<file path="src/rtl/charram_ctl.sv">
// -----------------------------------------------------------------------------
// charram_ctl -- access controller for the 512 x 8 character data RAM.
//
// The RAM's single read port is shared between the video fetch path, which
// always wins, and a host read requester that is served only in cycles the
// video path leaves idle. The RAM's write port is driven by the host write
// requester, or by the clear sequencer while it runs.
//
// Optional feature: define CHARRAM_CLEAR_EN to include the clear sequencer,
// which fills the whole RAM with CLEAR_VALUE, one address per cycle, after
// every reset. Without it, busy is tied 0 and RAM contents are undefined
// after reset.
//
// Ports:
//   clk, rst_n                    clock (rising edge), async active-low reset
//   vid_rd_req/addr               video read strobe + address, one per address
//   vid_rd_data/valid             video read data, one-cycle valid pulse
//   host_rd_req/addr              host read request, held until ack
//   host_rd_data/ack              registered host read data, one-cycle ack
//   host_wr_req/addr/data         host write request, held until ack
//   host_wr_ack                   one-cycle pulse, write committed to RAM
//   busy                          clear sequencer active
//   ram_rd/ram_rd_addr            RAM read enable + address
//   ram_rd_data                   RAM registered read data
//   ram_wr/ram_wr_addr/ram_wr_data RAM write enable, address, data
// -----------------------------------------------------------------------------
module charram_ctl #(
    parameter int                ADDR_W      = 9,
    parameter int                DATA_W      = 8,
    parameter logic [DATA_W-1:0] CLEAR_VALUE = {DATA_W{1'b0}}
) (
    input  logic              clk,
    input  logic              rst_n,
    input  logic              vid_rd_req,
    input  logic [ADDR_W-1:0] vid_rd_addr,
    output logic [DATA_W-1:0] vid_rd_data,
    output logic              vid_rd_valid,
    input  logic              host_rd_req,
    input  logic [ADDR_W-1:0] host_rd_addr,
    output logic [DATA_W-1:0] host_rd_data,
    output logic              host_rd_ack,
    input  logic              host_wr_req,
    input  logic [ADDR_W-1:0] host_wr_addr,
    input  logic [DATA_W-1:0] host_wr_data,
    output logic              host_wr_ack,
    output logic              busy,
    output logic              ram_rd,
    output logic [ADDR_W-1:0] ram_rd_addr,
    input  logic [DATA_W-1:0] ram_rd_data,
    output logic              ram_wr,
    output logic [ADDR_W-1:0] ram_wr_addr,
    output logic [DATA_W-1:0] ram_wr_data
);

    // Host read states.
    localparam logic [1:0] RD_IDLE     = 2'd0;
    localparam logic [1:0] RD_INFLIGHT = 2'd1;
    localparam logic [1:0] RD_ACK      = 2'd2;

    logic [1:0]        rd_state_q, rd_state_d;
    logic [DATA_W-1:0] host_rd_data_q, host_rd_data_d;
    logic              vid_rd_valid_q, vid_rd_valid_d;
    logic              host_wr_ack_q, host_wr_ack_d;

    logic              host_rd_inflight;
    logic              host_rd_issue;
    logic              host_wr_issue;
    logic              clr_wr;
    logic [ADDR_W-1:0] clr_addr;

    // ---------------------------------------------------------------- read port
    assign host_rd_inflight = (rd_state_q == RD_INFLIGHT);
    assign host_rd_ack      = (rd_state_q == RD_ACK);

    // Video has fixed priority; the host only gets cycles video leaves idle,
    // and never re-issues while its previous read is in flight or being acked.
    assign host_rd_issue = host_rd_req & ~vid_rd_req & ~host_rd_inflight & ~host_rd_ack;
    assign ram_rd        = vid_rd_req | host_rd_issue;
    assign ram_rd_addr   = vid_rd_req ? vid_rd_addr : host_rd_addr;

    // The RAM read register is not reset, so the pass-through is qualified by
    // valid to keep vid_rd_data at 0 outside of a valid pulse (and in reset).
    assign vid_rd_data  = vid_rd_valid_q ? ram_rd_data : {DATA_W{1'b0}};
    assign vid_rd_valid = vid_rd_valid_q;
    assign host_rd_data = host_rd_data_q;

    // NOTE: every always_comb output gets a default first, so no path through
    // the block can leave a value unassigned and infer a latch.
    always_comb begin
        rd_state_d     = rd_state_q;
        host_rd_data_d = host_rd_data_q;
        vid_rd_valid_d = vid_rd_req;
        case (rd_state_q)
            RD_IDLE: begin
                if (host_rd_issue) begin
                    rd_state_d = RD_INFLIGHT;
                end
            end
            RD_INFLIGHT: begin
                // RAM data for the host address is on ram_rd_data this cycle.
                host_rd_data_d = ram_rd_data;
                rd_state_d     = RD_ACK;
            end
            RD_ACK:  rd_state_d = RD_IDLE;
            default: rd_state_d = RD_IDLE;
        endcase
    end

    // --------------------------------------------------------------- write port
    assign host_wr_issue = host_wr_req & ~host_wr_ack_q & ~busy;
    assign host_wr_ack_d = host_wr_issue;
    assign host_wr_ack   = host_wr_ack_q;

    assign ram_wr      = clr_wr | host_wr_issue;
    assign ram_wr_addr = clr_wr ? clr_addr : host_wr_addr;
    assign ram_wr_data = clr_wr ? CLEAR_VALUE : host_wr_data;

`ifdef CHARRAM_CLEAR_EN
    // Clear sequencer states.
    localparam logic [0:0] CLR_RUN   = 1'b0;
    localparam logic [0:0] CLR_CLEAR = 1'b1;

    logic [0:0]        clr_state_q, clr_state_d;
    logic [ADDR_W-1:0] clr_cnt_q, clr_cnt_d;

    always_comb begin
        clr_state_d = clr_state_q;
        clr_cnt_d   = clr_cnt_q;
        if (clr_state_q == CLR_CLEAR) begin
            clr_cnt_d = clr_cnt_q + 1'b1;
            if (clr_cnt_q == {ADDR_W{1'b1}}) begin
                clr_state_d = CLR_RUN;
            end
        end
    end

    always_ff @(posedge clk or negedge rst_n) begin
        if (!rst_n) begin
            clr_state_q <= CLR_CLEAR;
            clr_cnt_q   <= {ADDR_W{1'b0}};
        end else begin
            clr_state_q <= clr_state_d;
            clr_cnt_q   <= clr_cnt_d;
        end
    end

    assign busy     = (clr_state_q == CLR_CLEAR);
    // Hold the RAM write port quiet while reset is asserted; the sequencer
    // starts writing address 0 at the first edge after release.
    assign clr_wr   = busy & rst_n;
    assign clr_addr = clr_cnt_q;
`else
    assign busy     = 1'b0;
    assign clr_wr   = 1'b0;
    assign clr_addr = {ADDR_W{1'b0}};
`endif

    // ---------------------------------------------------------------- registers
    // NOTE: sequential state uses non-blocking assignments only, so every flop
    // samples the pre-edge value of every other flop.
    always_ff @(posedge clk or negedge rst_n) begin
        if (!rst_n) begin
            rd_state_q     <= RD_IDLE;
            host_rd_data_q <= {DATA_W{1'b0}};
            vid_rd_valid_q <= 1'b0;
            host_wr_ack_q  <= 1'b0;
        end else begin
            rd_state_q     <= rd_state_d;
            host_rd_data_q <= host_rd_data_d;
            vid_rd_valid_q <= vid_rd_valid_d;
            host_wr_ack_q  <= host_wr_ack_d;
        end
    end

endmodule
</file>
<file path="config.mk">
export PLATFORM = sky130hd
export DESIGN_NAME = charram_ctl
export DESIGN_NICKNAME = d
export VERILOG_FILES = /design/src/rtl/charram_ctl.sv
export SDC_FILE = /design/constraint.sdc
export NUM_CORES = 1
export LEC_CHECK = 0
export ABC_AREA = 1
export BUFFER_PORTS_ARGS = -buffer_cell sky130_fd_sc_hd__buf_2
export CAP_MARGIN = 30
export CORE_MARGIN = 2
export CORE_UTILIZATION = 31
export CTS_CLUSTER_DIAMETER = 100
export DETAILED_ROUTE_END_ITERATION = 10
export PLACE_DENSITY = 0.77
export SYNTH_ARGS = -nofsm -noshare
export SYNTH_HDL_FRONTEND = slang
export SYNTH_SLANG_ARGS = --single-unit
</file>
<file path="constraint.sdc">
create_clock -name clk -period 3.1 [get_ports clk]
set_clock_uncertainty 0.2 [all_clocks]
set_input_delay 0 -clock clk [delete_from_list [all_inputs] [get_ports clk]]
set_output_delay 0 -clock clk [all_outputs]
set_load 0.005 [all_outputs]
</file>
==> metrics.cfg, run 1 <==
[min_path]
min_path_type=in -> out

[worst_setup_path]
path_cells=dlygate4sd3_1 -> buf_2 -> inv_1 -> nand2_1 -> nand2_1 -> buf_2
regToRegSetupSlack_ns=2.04
worst-r2r-cell-count=4
slowest_delay_ns=0.53
required_ns=2.90
critPathCaptureType=primary output
startpoint=vid_rd_req
worstPathMaxFanout=12
path_depth=6
cp-start-kind=input port
crit_buf_inv=4
cp-endpoint=ram_rd_addr[4]
r2r_end=host_rd_data[1]
worstPathArrival_ns=1.27
r2r-start=rd_state_q[0]
cpMaxStageDelayCell=dlygate4sd3_1
critPathTopFamily=buffers and inverters
worstSetupPathType=in -> out

[sta]
tightest_slew_ns=0.519
hold_ws_ns=0.0561
fin_setup_tns_ns=0
max-slew-margin-rel=0.653
finalCriticalPeriod_ns=1.47
setup_viol=0
finalCritPeriodShare=0.474
rsz0062_at_grt=no
fmax_mhz=681
slew_viol_final=0
hold_viol=0

[synthesis]
ys_seq_elements=12
ys.warnings.count=0
syn_inst=116
synth.top_cell.area_share=0.386
synth.avg_cell_area_um2=6.70
yosysTopAreaCell=dfrtp_1
ys_seq_area_frac=0.386
ys_types=12
synthTopCellsByArea=dfrtp_1 (39%), nand2_1 (30%), buf_4 (17%)
syn_area_um2=777
synth_nets=164

[drt]
drt-initial-drc-count=8
drt_first_pass_iters=4
via_per_inst=4.17
wl_per_cell_um=11.0
drt-total-wl_um=2400
drc=0
vias=913
ant_nets=0

[power_and_ir_drop]
p_sw_uw=138
pwr-share-comb=0.324
power_density_nw_per_um2=367
p_seq_frac=0.416
leakage_uw=0.000828
power_frac_clock=0.260
power_uw=477
swShare=0.290
vdd_drop_max_v=0.000207
internal_power_uw=339

[clock_tree]
cts_made_buffers=3
cts_setup_buffers=0
cts_resized=0
clockRootBuffer=clkbuf_4
clock_sink_count=12
clock_latency_ns=0.27
clockBufferDepth=2
cts_tree=yes
htreeDepth=1

[final_layout]
fin_cells=219
diodes=0
nets=238
regArea_um2=300
drive_above_1_share=0.354
fillers=249
syn2layout_area_growth_pct=67.5
multi_input_area_um2=265

[die]
die_w_um=54.1
dieArea_um2=2920
start_util=0.319
fp-row-count=18
die_y_um=54.1
io_pins=96
core_region_area_um2=2430

[global_routing]
grt_usage=0.160
grt_max_degree=13
grt-ovfl-total=0
grt_pass1_vias=821
antenna_found_initial=0
grt_pass1_wl_um=3320

[placement]
dp_cells=185
gp_congestion=0.694
portBuffers=60
post-dp-hpwl_um=1630

[job]
drv_cap=0

[status]
status=finished clean

==> registers in the layout (all words and copies together), names as in the netlist <==
name	flops
host_wr_ack	1
rd_state_q	2
host_rd_data	8
vid_rd_valid	1
==> cells in the mapped netlist, drive strengths merged <==
library cell  number
nor3               1
conb               1
dfrtp             12
nor2               2
nand3              1
nand2             63
inv               15
buf               21
==> cell usage in the layout (no fill, tap or decap) <==
| cell type | n |
|---|---|
| nand3_1 | 1 |
| conb_1 | 1 |
| inv_1 | 13 |
| nand2_4 | 1 |
| nand2_1 | 62 |
| dfrtp_1 | 12 |
| clkbuf_4 | 3 |
| nor2_1 | 2 |
| clkbuf_8 | 1 |
| buf_2 | 60 |
| inv_2 | 1 |
| nor3_1 | 1 |
| dlygate4sd3_1 | 30 |
| inv_6 | 1 |
==> worst min path at each step <==
stage / cells past startpoint / endpoint / from / slack, ns
floorplan: 0 / host_rd_data[0] / rst_n / -0.50
global placement: 1 / host_wr_ack / rst_n / -0.32
detailed placement: 1 / host_rd_data[5] / rst_n / -0.31
CTS: 4 / ram_rd_addr[7] / host_rd_addr[7] / 0.05
global route: 4 / ram_rd_addr[1] / host_rd_addr[1] / 0.09
finish: 4 / ram_rd_addr[6] / host_rd_addr[6] / 0.06
==> area by class of cell <==
cell class,instances,area share
timing repair buffer,90,0.462
sequential,12,0.231
clock buffer,4,0.0279
tap,30,0.0288
inverter,15,0.0471
multi-input combinational,68,0.204
==> power by group through the flow <==
| stage | clock [uW] | combinational, uW | sequential [uW] |
|---|---|---|---|
| floorplan | 0 | 67.8 | 202 |
| global placement | 0 | 120 | 202 |
| detailed placement | 0 | 122 | 201 |
| CTS | 129 | 156 | 198 |
| global route | 140 | 176 | 202 |
| finish | 124 | 155 | 198 |
==> through the flow <==
stage,setup WS [ns],area (um2),util
floorplan,2.12,777,-
global placement,2.08,965,0.397
detailed placement,2.04,965,0.397
CTS,1.63,1300,0.535
global route,1.51,1300,0.535
finish,1.63,1300,0.535
==> cells by family after synthesis <==
group / Yosys count / synth area share
flops: 12 / 0.386
other cells: 1 / 0.00483
simple gates: 67 / 0.337
buf+inv: 36 / 0.272
==> metal layers <==
metal  track usage  wire length (um)  up-vias
met5             0                 0        -
met4        0.0750                42        0
met3        0.0306               273        5
met2         0.323              1250       58
met1         0.151               839      390
li1              -                 -      460
==> worst reg2reg max path, delay by kind of cell, from the launching register on <==
family | cells | cell delay [ns]
buffers and inverters | 1 | 0.06
flip-flops | 1 | 0.42
AND/OR/NAND/NOR | 3 | 0.27
==> timing repair <==
action | 4_1_cts | 5_1_grt
endpoints found under the setup margin | 0 | 0
endpoints found under the hold margin | 40 | 0
hold buffers | 30 | 0
Power figures use the tool's default switching activity.
==> run 2, diff against run 1 <==
==> config.mk (replaced) <==
export PLATFORM = sky130hd
export DESIGN_NAME = charram_ctl
export DESIGN_NICKNAME = d
export VERILOG_FILES = /design/src/rtl/charram_ctl.sv
export SDC_FILE = /design/constraint.sdc
export NUM_CORES = 1
export LEC_CHECK = 0
export ABC_AREA = 0
export BUFFER_PORTS_ARGS = -buffer_cell sky130_fd_sc_hd__buf_2
export CAP_MARGIN = 30
export CORE_MARGIN = 2
export CORE_UTILIZATION = 29
export CTS_CLUSTER_DIAMETER = 100
export DETAILED_ROUTE_END_ITERATION = 10
export PLACE_DENSITY = 0.76
export SYNTH_ARGS = -nofsm -noshare
export SYNTH_HDL_FRONTEND = slang
export SYNTH_SLANG_ARGS = --single-unit
==> constraint.sdc (replaced) <==
create_clock -name clk -period 1.23 [get_ports clk]
set_clock_uncertainty 0.2 [all_clocks]
set_input_delay 0 -clock clk [delete_from_list [all_inputs] [get_ports clk]]
set_output_delay 0 -clock clk [all_outputs]
set_load 0.005 [all_outputs]
==> run 2 against run 1 <==
Against the previous run: the run now ends with setup timing left; utilization up 6.4 points; synthesized cell count down 44%; flip-flop and latch count unchanged; sequential power rose to 2.6 times the previous value; largest power group is now combinational logic.
==> metrics.cfg, run 2 <==
[job]
drv_cap=0  ; unchanged

[sta]
setup_ws_ns=-0.177  ; -1.81 ns
rsz0062_at_grt=yes
finalCritPeriodShare=1.14
slew_viol_final=0  ; unchanged
setup_viol=18  ; +18
hold_viol=0  ; unchanged
fmax_mhz=711
fin_setup_tns_ns=-1.73  ; -1.73 ns
finalCriticalPeriod_ns=1.41

[drt]
wl_per_cell_um=12.5  ; +14%
drt_first_pass_iters=2  ; -2
vias=768  ; -16%
via_per_inst=4.31  ; +3.5%
ant_nets=0  ; unchanged
drt-total-wl_um=2220  ; -7.6%
drc=0  ; unchanged
drt-initial-drc-count=1  ; -7

[worst_setup_path]
cp-start-kind=flop
worstPathArrival_ns=1.21  ; -0.06 ns
worst-r2r-cell-count=4  ; unchanged
r2r-start=rd_state_q[0]
critPathCaptureType=primary output
r2r_end=host_rd_data[6]
worstSetupPathType=reg -> out
regToRegSetupSlack_ns=-0.14  ; -2.18 ns
required_ns=1.03  ; -1.87 ns
worstPathMaxFanout=2  ; -10

[min_path]
holdPathEnd=ram_rd_addr[7]
min_path_type=in -> out
hold_start=host_rd_addr[7]
worstHoldPathCells=3  ; -1

[global_routing]
grt-ovfl-total=0  ; unchanged
grt_usage=0.138  ; -0.0220
antenna_found_initial=0  ; unchanged
grt_pass1_wl_um=3390  ; +2.3%
grt_pass1_vias=760  ; -7.4%
grt_max_degree=13  ; unchanged

[placement]
gp_congestion=0.678  ; -2.3%
portBuffers=60  ; unchanged
post-dp-hpwl_um=1440  ; -11%
dpl_worst_slack_ns=0.00114  ; -2.04 ns
place_area_um2=980  ; +1.6%

[clock_tree]
cts_made_buffers=3  ; unchanged
clockBufferDepth=2  ; unchanged
clockRootBuffer=clkbuf_4
cts.clk_slew.worst_paths_ns=0.07
clock_sink_count=12  ; unchanged
cts_tree=yes
htreeDepth=1  ; unchanged
clock_latency_ns=0.28  ; about the same

[die]
dieArea_um2=3110  ; +6.5%
io_pins=96  ; unchanged
die_w_um=55.8  ; +3.2%
fp-row-count=18  ; unchanged
die_y_um=55.8  ; +3.2%
start_util=0.311  ; -0.00813
core_region_area_um2=2500  ; +2.8%

[status]
violations=setup timing
status=finished with violations

[synthesis]
ys_types=15  ; +3
yosysTopAreaCell=dfrtp_1
syn_inst=65  ; -44%
synthTopCellsByArea=dfrtp_1 (39%), buf_4 (17%), mux2_4 (15%)
synth.avg_cell_area_um2=12.0  ; +79%
synth_ff_type=dfrtp_1
ys_seq_area_frac=0.386  ; -0.000621
yosysMostFrequentCell=buf_4
ys.warnings.count=0  ; unchanged
synth_nets=113  ; -31%
ys_top_cells_by_count=buf_4 (18), dfrtp_1 (12), and2_1 (8), mux2_1 (8), mux2_4 (8)
ys_seq_elements=12  ; unchanged
syn_area_um2=778  ; +0.16%
async_flop_share=1.00  ; unchanged
synth.top_cell.area_share=0.386  ; -0.000621
synth_edf_count=0  ; unchanged

[power_and_ir_drop]
leakage_uw=0.000786  ; -5.1%
power_uw=1340  ; +180%
vdd_drop_max_v=0.000838  ; +300%
power_density_nw_per_um2=893  ; +140%

[final_layout]
syn2layout_area_growth_pct=92.3
final_common_cell=buf_2
largest_reg_flops=8  ; unchanged
fin_util=0.599  ; +0.0636
nets=197  ; -17%
final_cell_mix=buf_2 (51), dlygate4sd3_1 (30), buf_6 (13), dfrtp_1 (11)
fin_area_um2=1500  ; +15%
drive_above_1_share=0.642  ; +0.287
diodes=0  ; unchanged

==> run 2: critical path, cell delays in order, from the launching register on <==
cell	delay [ns]
dfrtp_1	0.40
buf_6	0.12
nand2b_4	0.13
a31o_1	0.16
buf_2	0.12
==> run 2: layer usage <==
metal,vias up,track usage,part of all wire,wire length [um]
met2,50,0.231,0.53,1170
met1,355,0.161,0.37,811
met5,-,0,0,0
met3,5,0.0535,0.091,201
li1,358,-,-,-
met4,0,0.0453,0.016,36
==> run 2: how the worst max path moves through the flow <==
| stage | cells past startpoint | from | endpoint |
|---|---|---|---|
| 3_5_place_dp | 2 | rd_state_q[1] | host_rd_data[6] |
| 4_1_cts | 4 | rd_state_q[0] | ram_rd |
| 6_report | 4 | rd_state_q[0] | ram_rd |
| 3_3_place_gp | 2 | rd_state_q[1] | host_rd_data[4] |
| 5_1_grt | 4 | rd_state_q[0] | ram_rd |
| 2_1_floorplan | 3 | rd_state_q[1] | host_rd_data[0] |
==> run 2: area by class of cell <==
| type | count | area [um2] |
|---|---|---|
| Timing Repair Buffer | 99 | 752 |
| Clock buffer | 4 | 36.3 |
| Fill cell | 193 | 1000 |
| Inverter | 2 | 7.51 |
| Tap cell | 30 | 37.5 |
| Multi-Input combinational cell | 31 | 362 |
| Sequential cell | 12 | 302 |
==> run 2: kinds of logic (layout without fill, tap and decap cells) <==
logic type,after synthesis,in the layout,synth area share
buf+inv,22,105,0.204
mux,17,17,0.285
simple gates,12,12,0.109
other cells,1,1,0.00482
flops,12,12,0.386
compound gates,1,1,0.0113
==> run 2: what timing repair did <==
action / 4_1_cts / 5_1_grt
resized for setup: 5 / 24
hold endpoints to repair: 40 / 0
hold buffers: 30 / 0
setup endpoints to repair: 18 / 19
pin swaps: 1 / 1
buffers inserted: 5 / 3
==> run 2: through the flow <==
step                instances  hold slack [ns]
floorplan                  65           -0.496
global placement          137           -0.318
detailed placement        137           -0.313
CTS                       176           0.0781
global route              178           0.0942
finish                    178           0.0759
==> run 2: power breakdown <==
group / switching, uW / internal, uW / leakage [uW]
logic: 164 / 351 / 0.000622
registers: 38.6 / 467 / 0.000143
clock network: 135 / 180 / 0.0000210
total: 338 / 999 / 0.000786
==> run 3, diff against run 2 <==
--- a/config.mk
+++ b/config.mk
@@ -8,11 +8,13 @@
 export ABC_AREA = 0
 export BUFFER_PORTS_ARGS = -buffer_cell sky130_fd_sc_hd__buf_2
 export CAP_MARGIN = 30
-export CORE_MARGIN = 2
+export CORE_MARGIN = 3
 export CORE_UTILIZATION = 29
 export CTS_CLUSTER_DIAMETER = 100
 export DETAILED_ROUTE_END_ITERATION = 10
 export PLACE_DENSITY = 0.76
+export SLEW_MARGIN = 40
 export SYNTH_ARGS = -nofsm -noshare
 export SYNTH_HDL_FRONTEND = slang
 export SYNTH_SLANG_ARGS = --single-unit
+export TNS_END_PERCENT = 20
==> run 3 against run 2 <==
Against the previous run: the flow finishes with violations (hold timing, setup timing); critical endpoint unchanged; critical path depth unchanged; critical path type unchanged; maximum frequency is 1.2% higher; final cell count shrank 2.8%; largest power group is now sequential cells; flip-flop and latch count unchanged; sequential share of layout area up 2.2 points; worst setup slack improved by 0.016 ns; power shrank 5.2%; clock power fell by 2%.
==> metrics.cfg, run 3 (synthesis gave the netlist of run 2 again) <==
[drt]
routed-wl-met3_um=262  ; +30%
via_per_inst=4.18  ; -3.0%
wl_met1_um=788  ; -2.8%
highest_layer=met3
vias=724  ; -5.7%
drt-total-wl_um=2100  ; -5.6%
wl_per_cell_um=12.1  ; -2.9%
drc=0  ; unchanged
drt_first_pass_iters=2  ; unchanged
ant_nets=0  ; unchanged
drt-initial-drc-count=15  ; +14
met2_length_um=1040  ; -11%

[global_routing]
grt_max_degree=13  ; unchanged
grt_pass1_vias=689  ; -9.3%
grt_usage=0.120  ; -0.0185
grt-ovfl-total=0  ; unchanged
antenna_found_initial=0  ; unchanged
grt_pass1_wl_um=3050  ; -10%

[clock_tree]
clockBufferDepth=2  ; unchanged
cts_made_buffers=3  ; unchanged
clock_latency_ns=0.27  ; about the same
cts.clk_slew.worst_paths_ns=0.07  ; about the same
clockRootBuffer=clkbuf_4
cts_tree=yes
htreeDepth=1  ; unchanged
clock_sink_count=12  ; unchanged
ctsHoldBuffers=29  ; -3.3%

[final_layout]
largest_reg_flops=8  ; unchanged
diodes=0  ; unchanged
syn2layout_area_growth_pct=73.3
final_common_cell=buf_2
fin_area_um2=1350  ; -9.9%
final_cell_mix=buf_2 (60), dlygate4sd3_1 (29), dfrtp_1 (11)
nets=192  ; -2.5%
fillers=217  ; +12%
drive_above_1_share=0.566  ; -0.0755

[worst_setup_path]
worstPathMaxFanout=2  ; unchanged
worstSetupPathType=reg -> out
worstPathArrival_ns=1.19  ; -0.02 ns
critPathCaptureType=primary output
r2r_end=host_rd_data[3]
required_ns=1.03  ; about the same
r2r-start=rd_state_q[0]
cp-start-kind=flop
regToRegSetupSlack_ns=-0.11  ; +0.03 ns
worst-r2r-cell-count=4  ; unchanged

[power_and_ir_drop]
swShare=0.250  ; -0.00235
leakage_uw=0.000725  ; -7.8%
internal_power_uw=950  ; -4.9%
p_sw_uw=317  ; -6.1%
p_seq_frac=0.403  ; +0.025
power_frac_clock=0.244  ; +0.008
vdd_drop_max_v=0.000782  ; -6.7%
power_uw=1270  ; -5.2%
pwr-share-comb=0.353  ; -0.033
power_density_nw_per_um2=939  ; +5.2%

[min_path]
worstHoldPathCells=1  ; -2
hold_start=vid_rd_req
min_path_type=in -> reg
holdPathEnd=vid_rd_valid

[sta]
finalCriticalPeriod_ns=1.39  ; -0.0162 ns
setup_viol=10  ; -8
fmax_mhz=719  ; +1.2%
setup_ws_ns=-0.160  ; +0.0162 ns
slew_viol_final=0  ; unchanged
hold_ws_ns=-0.215  ; -0.291 ns
hold_viol=2  ; +2
finalCritPeriodShare=1.13  ; -0.0132
rsz0062_at_grt=yes

[die]
fp-row-count=18  ; unchanged
core_region_area_um2=2520  ; +0.90%
die_y_um=57.8  ; +3.6%
dieArea_um2=3340  ; +7.3%
io_pins=96  ; unchanged
start_util=0.309  ; -0.00278
die_w_um=57.8  ; +3.6%

[placement]
portBuffers=60  ; unchanged
gp_congestion=0.687  ; +1.3%
post-dp-hpwl_um=1470  ; +1.9%
dpl_worst_slack_ns=-0.0125  ; -0.0137 ns
place_area_um2=980  ; unchanged

[job]
drv_cap=0  ; unchanged

[status]
violations=hold timing, setup timing
status=finished with violations

[run 3: changes by cell type in the layout (fill, tap and decap cells not counted), sizes merged]
cell	before	now
buf	69	65
dlygate4sd3	30	29
[run 3: routing by layer]
layer | vias up | track usage
li1 | 350 | -
met1 | 319 | 0.134
met2 | 55 | 0.208
met3 | 0 | 0.0579
met4 | 0 | 0.0199
met5 | - | 0
[run 3: layout make-up]
type | count | area, um2 | share of cell area
Multi-Input combinational cell | 31 | 327 | 0.242
Inverter | 2 | 7.51 | 0.00557
Timing Repair Buffer | 94 | 639 | 0.474
Sequential cell | 12 | 302 | 0.224
Tap cell | 30 | 37.5 | 0.0278
Clock buffer | 4 | 36.3 | 0.0269
[run 3: how the worst max path moves through the flow]
stage	start	end	slack (ns)
floorplan	rd_state_q[1]	host_rd_data[0]	-0.02
global placement	rd_state_q[1]	host_rd_data[2]	0.03
detailed placement	rd_state_q[1]	host_rd_data[6]	-0.01
CTS	rd_state_q[0]	ram_rd	-0.18
global route	rd_state_q[0]	ram_rd	-0.23
finish	rd_state_q[0]	ram_rd	-0.16
[run 3: critical path, cell delays in order (launching register included)]
cell      delay [ns]
dfrtp_1         0.39
buf_6           0.12
nand2b_4        0.13
a31o_1          0.16
buf_2           0.12
[run 3: power by group through the flow]
stage | Clock, uW | Combinational [uW] | Sequential (uW)
floorplan | 0 | 214 | 520
global placement | 0 | 344 | 519
detailed placement | 0 | 354 | 517
CTS | 328 | 452 | 511
global route | 346 | 486 | 519
finish | 310 | 447 | 511
[run 3: what timing repair did]
action                                 in CTS  in global routing
setup endpoints to repair                  18                 18
buffers inserted                            3                  0
resized for setup                           5                  0
pin swaps                                   1                  1
endpoints found under the hold margin      40                  2
[run 3: per-stage QoR]
step	instances	setup TNS, ns	utilization
after floorplan	65	-0.158	-
after global placement	137	0	0.388
after detailed placement	137	-0.0611	0.388
after CTS	173	-1.16	0.535
after global routing	173	-1.81	0.535
final	173	-1.04	0.535
